==> src/rtl/exu_inst_queue.sv <==
// Instruction queue between fetch and the execute handlers: circular FIFO with flush.
// Optional same-cycle bypass of an empty queue is enabled by defining INST_QUEUE_BYPASS_EN.
module exu_inst_queue #(
   parameter int DEPTH = 4
) (
   input  logic                   clk,
   input  logic                   rst,
   input  logic                   flush,
   input  logic                   in_vld,
   output logic                   in_rdy,
   input  logic [31:0]            in_inst,
   input  logic [31:0]            in_pc,
   output logic                   out_vld,
   input  logic                   out_rdy,
   output logic [31:0]            out_inst,
   output logic [31:0]            out_pc,
   output logic                   out_alu_sel,
   output logic [$clog2(DEPTH):0] count
);
   localparam int AW = $clog2(DEPTH);
   localparam logic [AW:0] FULL    = (AW+1)'(DEPTH);
   localparam logic [6:0]  OP_ALUI = 7'b0010011;
   localparam logic [6:0]  OP_ALU  = 7'b0110011;

   logic [31:0]   inst_mem [DEPTH];
   logic [31:0]   pc_mem   [DEPTH];
   logic [AW-1:0] wr_ptr_reg;
   logic [AW-1:0] rd_ptr_reg;
   logic [AW:0]   count_reg;

   logic          empty;
   logic          push;
   logic          pop;
   logic          wr_en;
   logic          rd_en;
   logic [31:0]   head_inst;
   logic [31:0]   head_pc;

   assign empty     = (count_reg == '0);
   assign in_rdy    = (count_reg != FULL) && !flush;
   assign push      = in_vld && in_rdy;
   assign pop       = out_vld && out_rdy;
   assign head_inst = empty ? 32'h0 : inst_mem[rd_ptr_reg];
   assign head_pc   = empty ? 32'h0 : pc_mem[rd_ptr_reg];

`ifdef INST_QUEUE_BYPASS_EN
   logic bypass;

   // An empty queue forwards the offered instruction straight to the head.
   assign bypass   = empty && in_vld && !flush;
   assign out_vld  = bypass || (!empty && !flush);
   assign out_inst = bypass ? in_inst : head_inst;
   assign out_pc   = bypass ? in_pc : head_pc;
   // A bypassed instruction consumed in the same cycle never occupies an entry.
   assign wr_en    = push && !(bypass && out_rdy);
`else
   assign out_vld  = !empty && !flush;
   assign out_inst = head_inst;
   assign out_pc   = head_pc;
   assign wr_en    = push;
`endif

   assign rd_en       = pop && !empty;
   assign out_alu_sel = out_vld && ((out_inst[6:0] == OP_ALUI) || (out_inst[6:0] == OP_ALU));
   assign count       = count_reg;

   always_ff @(posedge clk) begin
      if (wr_en) begin
         inst_mem[wr_ptr_reg] <= in_inst;
         pc_mem[wr_ptr_reg]   <= in_pc;
      end
   end

   // Power-of-two depth lets the pointers wrap by natural overflow.
   always_ff @(posedge clk) begin
      if (rst || flush) begin
         wr_ptr_reg <= '0;
         rd_ptr_reg <= '0;
         count_reg  <= '0;
      end else begin
         if (wr_en) begin
            wr_ptr_reg <= wr_ptr_reg + AW'(1);
         end
         if (rd_en) begin
            rd_ptr_reg <= rd_ptr_reg + AW'(1);
         end
         count_reg <= count_reg + (AW+1)'(wr_en) - (AW+1)'(rd_en);
      end
   end
endmodule

==> config.mk <==
export PLATFORM = sky130hd
export DESIGN_NAME = exu_inst_queue
export DESIGN_NICKNAME = d
export VERILOG_FILES = /design/src/rtl/exu_inst_queue.sv
export SDC_FILE = /design/constraint.sdc
export NUM_CORES = 1
export LEC_CHECK = 0
export ABC_AREA = 1
export BUFFER_PORTS_ARGS = -buffer_cell sky130_fd_sc_hd__buf_2
export CORE_AREA = 2 2 121 153
export CTS_CLUSTER_DIAMETER = 100
export CTS_CLUSTER_SIZE = 30
export DETAILED_ROUTE_END_ITERATION = 12
export DIE_AREA = 0 0 123 155
export PLACE_DENSITY = 0.78
export RECOVER_POWER = 100
export SLEW_MARGIN = 20
export SYNTH_ARGS = -nofsm -noshare
export SYNTH_HDL_FRONTEND = slang
export SYNTH_SLANG_ARGS = --single-unit
==> constraint.sdc <==
create_clock -name clk -period 8.38 [get_ports clk]
set_input_delay 1.257 -clock clk [delete_from_list [all_inputs] [get_ports clk]]
set_output_delay 1.257 -clock clk [all_outputs]
set_load 0.02 [all_outputs]
==> results of run 1 <==
placed cells by master (no fill, tap or decap):
cell        instances
inv_1              24
xor2_1              1
clkbuf_1          138
inv_2               2
buf_2               7
o21ai_1             1
dfxtp_4             1
clkinvlp_4          1
nand2_1            36
nor2_1            249
a21oi_2             1
clkinvlp_2          1
buf_4               5
xnor2_1             1
nor2_4              1
edfxtp_1          256
dfxtp_2             1
o21ai_0           117
and2_1              1
clkbuf_16          13
nand3b_1            1
o21bai_1            2
ha_1                6
a31oi_1             1
dfxtp_1             7
or2_2               1
nand3_1            12
a21oi_1            63
fa_1                1
nor3b_1             1
critical path, cell delays in order, from the launching register on:
cell	delay [ps]
dfxtp_4	700
clkinvlp_2	1490
buf_4	840
nand2_1	150
nand3_1	70
and2_1	200
nor2_1	80
nand2_1	50
nor2_1	190
clkbuf_1	250
per-stage QoR:
step           hold WS (ps)  instance area (sq um)  worst slack (ps)
2_1_floorplan         464.9                  10430              3636
3_3_place_gp          476.3                  11260              4317
3_5_place_dp          494.9                  11260              4191
4_1_cts               505.4                  11600              3681
5_1_grt               536.4                  11400              2152
6_report              505.8                  11400              2560
where the power goes:
part	switching, mW	total, mW	internal [mW]
Combinational	0.0888	0.118	0.0289
Sequential	0.00621	1.48	1.48
Clock	0.364	0.648	0.285
final cells by class:
| class | count | area (sq um) |
|---|---|---|
| flip-flops and latches | 265 | 7873 |
| multi-input cells | 496 | 2217 |
| clock buffers | 15 | 332.8 |
| clock inverters | 1 | 7.507 |
| inverters | 27 | 102.6 |
| repair buffers | 148 | 583.1 |
| fillers | 1357 | 6354 |
| well taps | 228 | 285.3 |
worst min-delay path by stage:
| stage | startpoint | end | cells after the start |
|---|---|---|---|
| floorplan | rd_ptr_reg[1]$_SDFFE_PP0P_ | flop | 2 |
| global placement | rd_ptr_reg[1]$_SDFFE_PP0P_ | flop | 2 |
| detailed placement | rd_ptr_reg[1]$_SDFFE_PP0P_ | flop | 2 |
| CTS | rd_ptr_reg[1]$_SDFFE_PP0P_ | flop | 2 |
| global route | rd_ptr_reg[1]$_SDFFE_PP0P_ | flop | 2 |
| finish | rd_ptr_reg[1]$_SDFFE_PP0P_ | flop | 2 |
metal layers:
metal | wire length [microns] | GRT usage [%] | vias up | share of wire (%)
met5 | 0 | 0 | - | 0
met4 | 284 | 5.032 | 0 | 1.3
met3 | 1176 | 3.299 | 23 | 5.5
met2 | 11280 | 38.52 | 201 | 53
met1 | 8718 | 29.74 | 3171 | 41
li1 | - | - | 3140 | -
cells by family after synthesis:
kind of cell / after synthesis
buffers and inverters: 75
xor gates and xnor gates: 2
adders and majority gates: 7
and+or+nand+nor: 302
DFF: 265
AOI/OAI and AO/OA: 185
==> impl_metrics.py, run 1 <==
metrics = {
    "critical_path": {
        "worstPathArrival_ps": 4560,
        "endpoint_kind": "output pin",
        "r2r_end": "pc_mem[0][3]$_DFFE_PP_",
        "cp.required_ps": 7120,
        "cp_max_fo": 74,
        "cp-start-kind": "flop",
        "crit_type": "flop to output pin",
        "ff2ff_setup_slack_ps": 3180,
        "crit_end": "out_alu_sel",
        "r2r_cells": 5,
        "r2r_start": "count[1]$_SDFF_PP0_",
    },
    "drt": {
        "vias": 6535,
        "wl_per_cell_microns": 18.19,
        "vias_per_cell": 5.538,
        "dr.pass1.iters": 6,
        "drc_errors": 0,
        "routed_wl_mm": 21.46,
        "ant_nets": 0,
        "drtIter0Drc": 627,
    },
    "finish": {
        "final_cells": 1180,
        "post-route-util_pct": 64.21,
        "area_growth_pct": 9.269,
        "antenna_cells": 0,
        "layout-drive-gt1-share_pct": 3.571,
        "fin_nets": 1026,
    },
    "synthesis": {
        "synthTopCellsByArea": "edfxtp_1 (74%), nor2_1 (9.0%), o21ai_0 (5.6%), a21oi_1 (3.0%), dfxtp_1 (1.7%)",
        "synth_warnings": 0,
        "synth_cells": 836,
        "synth_fp_nets": 912,
        "synthAdderAreaFrac_pct": 0.9114,
        "synth-simple-area-share_pct": 11.13,
        "synth.area.mux_share_pct": 0,
        "syn_area_sq_um": 10430,
        "ys_seq_elements": 265,
        "ys.flop_type": "edfxtp_1",
        "yosysSeqAreaShare_pct": 75.40,
        "avgSynthCellArea_sq_um": 12.48,
        "synth_top_family_by_area": "simple AND/OR/NAND/NOR gates",
        "synth_compound_area_share_pct": 8.970,
        "synthDistinctLibCells": 26,
        "synth_largest_area_cell": "edfxtp_1",
        "async_flop_share_pct": 0,
        "synth_common_cells": "edfxtp_1 (256), nor2_1 (250), o21ai_0 (116)",
        "post-synth-top-count-cell": "edfxtp_1",
        "synthXorXnorAreaFrac_pct": 0.1679,
        "synth-edff-count": 256,
        "synth_top_area_share_pct": 73.68,
    },
    "worst_hold_path": {
        "hp-class": "flop to flop",
    },
    "die": {
        "die_w_microns": 123,
        "core_sq_um": 17750,
        "num_rows": 55,
        "dieArea_sq_um": 19070,
        "start_util_pct": 58.77,
        "ios": 139,
        "dieHeight_microns": 155,
    },
    "timing": {
        "max_slew_margin_pct": -175.3,
        "fin_skew_ps": 15.41,
        "period_needed_ps": 5820,
        "fin_tns_setup_ps": 0,
        "max_clock_freq_ghz": 0.1718,
        "worstMarginPinSlew_ps": 4130,
        "slew_viol_final": 294,
        "hold_violations": 0,
        "rsz0062_at_grt": "false",
        "period_share_pct": 69.45,
        "final-setup-viol-count": 0,
    },
    "placement": {
        "portBuffers": 138,
        "dp_hpwl_mm": 12.34,
        "numPlacedInstances": 1163,
        "gp_congestion": 0.7316,
    },
    "clock_network": {
        "cts_buffer_depth": 3,
        "cts_hold_buf": 0,
        "ctsResizeCount": 0,
        "clk_latency_ps": 480,
        "cts_setup_buffers": 0,
        "cts_sinks": 265,
        "path_clk_slew_ps": 100,
        "cts_buffers": 12,
        "cts_tree": "yes",
        "clockRootBuffer": "clkbuf_16",
        "htreeDepth": 1,
    },
    "pwr": {
        "ir_worst_vdd_v": 0.0001531,
        "power_density_nw_per_um2": 197.2,
        "leakage_nw": 3.791,
        "power_mw": 2.248,
    },
    "global_routing": {
        "antenna_found_initial": 0,
        "grt_pass1_vias": 6135,
        "track_usage_pct": 22.17,
        "grt_max_degree": 82,
        "grt_pass1_wl_mm": 32.36,
        "grt-ovfl-total": 0,
    },
    "run_status": {
        "violations": "capacitance limit, slew limit",
        "run_status": "finished, violations left",
    },
    "flow_run": {
        "maxCapViolCount": 7,
    },
}
(Power assumes the default switching activity.)
==> run 2: changes to the inputs <==
Settings changed: CORE_AREA 2 2 121 153 to 2 2 130 164, DIE_AREA 0 0 123 155 to 0 0 132 166, PLACE_DENSITY 0.78 to 0.71.
Clock period 8.38 ns to 5 ns, I/O delays scaled along.
==> impl_metrics.py, run 2 (synthesis gave the netlist of run 1 again) <==
metrics = {
    "finish": {
        "antenna_cells": 0,
        "seq_area_sq_um": 7873,
        "final_cell_mix": "edfxtp_1 (256), nor2_1 (250), clkbuf_1 (133)",
        "multi_input_area_sq_um": 2210,
        "nFillCells": 1720,
        "area_growth_pct": 10.03,
        "layout-drive-gt1-share_pct": 4.193,
        "final_cells": 1228,
        "fin_nets": 1027,
        "final_common_cell": "edfxtp_1",
    },
    "drt": {
        "vias": 6439,
        "ant_nets": 0,
        "dr.pass1.iters": 5,
        "drtIter0Drc": 444,
        "routed_wl_mm": 21.06,
        "wl_per_cell_microns": 17.15,
        "drc_errors": 0,
        "vias_per_cell": 5.243,
    },
    "critical_path": {
        "crit_chain": "inv_1 > nand3_1 > nand3_1 > nor2_1 > clkbuf_2",
        "endpoint_kind": "flop",
        "cp_num_cells": 5,
        "worstPathArrival_ps": 4060,
        "crit_path_start": "count[1]$_SDFF_PP0_",
        "r2r_end": "pc_mem[3][20]$_DFFE_PP_",
        "cp.required_ps": 5090,
        "r2r_cells": 5,
        "slowest_delay_ps": 1470,
        "crit_type": "flop to flop",
        "crit_end": "pc_mem[3][20]$_DFFE_PP_",
        "cp-start-kind": "flop",
        "r2r_start": "count[1]$_SDFF_PP0_",
        "cp_slowest_cell": "nor2_1",
        "cp_max_fo": 46,
        "ff2ff_setup_slack_ps": 1020,
        "cp_common_cell": "nand3_1",
        "critPathBufInv": 2,
        "cpLargestDelayFamily": "simple AND/OR/NAND/NOR gates",
    },
    "clock_network": {
        "cts_hold_buf": 0,
        "clockRootBuffer": "clkbuf_16",
        "cts_sinks": 265,
        "ctsResizeCount": 0,
        "clk_latency_ps": 480,
        "htreeDepth": 1,
        "cts_tree": "yes",
        "cts_buffer_depth": 3,
        "cts_buffers": 12,
        "path_clk_slew_ps": 110,
        "cts_setup_buffers": 0,
    },
    "timing": {
        "max_slew_margin_pct": -80.47,
        "period_share_pct": 79.52,
        "hold_violations": 0,
        "worstMarginPinSlew_ps": 2707,
        "slew_viol_final": 140,
        "final-setup-viol-count": 0,
        "max_clock_freq_ghz": 0.2515,
        "rsz0062_at_grt": "false",
        "period_needed_ps": 3976,
        "fin_skew_ps": 15.65,
        "fin_tns_setup_ps": 0,
    },
    "worst_hold_path": {
        "hp-class": "flop to flop",
    },
    "placement": {
        "numPlacedInstances": 1211,
        "gp_congestion": 0.7673,
        "portBuffers": 138,
        "dp_hpwl_mm": 12.07,
    },
    "global_routing": {
        "grt_pass1_vias": 6255,
        "track_usage_pct": 18.77,
        "grt-ovfl-total": 0,
        "antenna_found_initial": 1,
        "grt_max_degree": 73,
        "grt_pass1_wl_mm": 32.14,
    },
    "die": {
        "dieHeight_microns": 166,
        "core_sq_um": 20450,
        "die_w_microns": 132,
        "ios": 139,
        "start_util_pct": 51.02,
        "dieArea_sq_um": 21910,
        "num_rows": 59,
    },
    "flow_run": {
        "maxCapViolCount": 4,
    },
    "run_status": {
        "violations": "capacitance limit, slew limit",
        "run_status": "finished, violations left",
    },
    "pwr": {
        "power_density_nw_per_um2": 328.4,
        "leakage_nw": 3.820,
        "ir_worst_vdd_v": 0.0002935,
    },
}
run 2: per-layer routing:
metal  global-route usage (%)  up-vias  wire length [microns]
met5                        0        -                     13
met4                    5.955        2                    460
met3                    3.205       34                   1439
met2                    33.22      194                  10730
met1                    23.55     3080                   8417
li1                         -     3129                      -
run 2: worst min path at each step:
stage | from | endpoint | slack (ps) | depth (start not counted)
global route | in_pc[27] | pc_mem[2][27]$_DFFE_PP_ | 520 | 1
detailed placement | rd_ptr_reg[1]$_SDFFE_PP0P_ | flop | 490 | 2
finish | rd_ptr_reg[1]$_SDFFE_PP0P_ | flop | 500 | 2
CTS | in_inst[20] | inst_mem[2][20]$_DFFE_PP_ | 460 | 1
floorplan | rd_ptr_reg[1]$_SDFFE_PP0P_ | flop | 460 | 2
global placement | rd_ptr_reg[1]$_SDFFE_PP0P_ | flop | 480 | 2
run 2: where the power goes:
part	total [mW]	switching (mW)	internal [mW]	leakage [nW]
combinational	0.197	0.148	0.0491	1.26
sequential	2.48	0.00972	2.47	2.40
clock	1.09	0.610	0.480	0.164
run 2: worst register-to-register path, delay by kind of cell (launching register included):
family	cells	cell delay, ps
AND/OR/NAND/NOR	3	1810
flip-flops	1	410
buffers and inverters	2	1350
run 2: stage by stage:
stage | util, % | total power, mW | worst slack [ps] | cell area, sq um | hold slack [ps]
2_1_floorplan | - | 2.645 | 763.0 | 10430 | 464.9
4_1_cts | 57.28 | 3.815 | 1462 | 11710 | 455.3
6_report | 56.14 | 3.770 | 1024 | 11480 | 497.8
5_1_grt | 56.14 | 3.900 | 689.0 | 11480 | 518.1
3_5_place_dp | 55.60 | 2.746 | 1989 | 11370 | 486.4
3_3_place_gp | 55.60 | 2.741 | 2001 | 11370 | 475.3
run 2: layout make-up:
class                           instances  area share (%)
Clock inverter                          1         0.06539
Timing Repair Buffer                  149           5.297
Tap cell                              274           2.986
Multi-Input combinational cell        496           19.25
Inverter                               27          0.8937
Clock buffer                           16           2.932
Sequential cell                       265           68.58
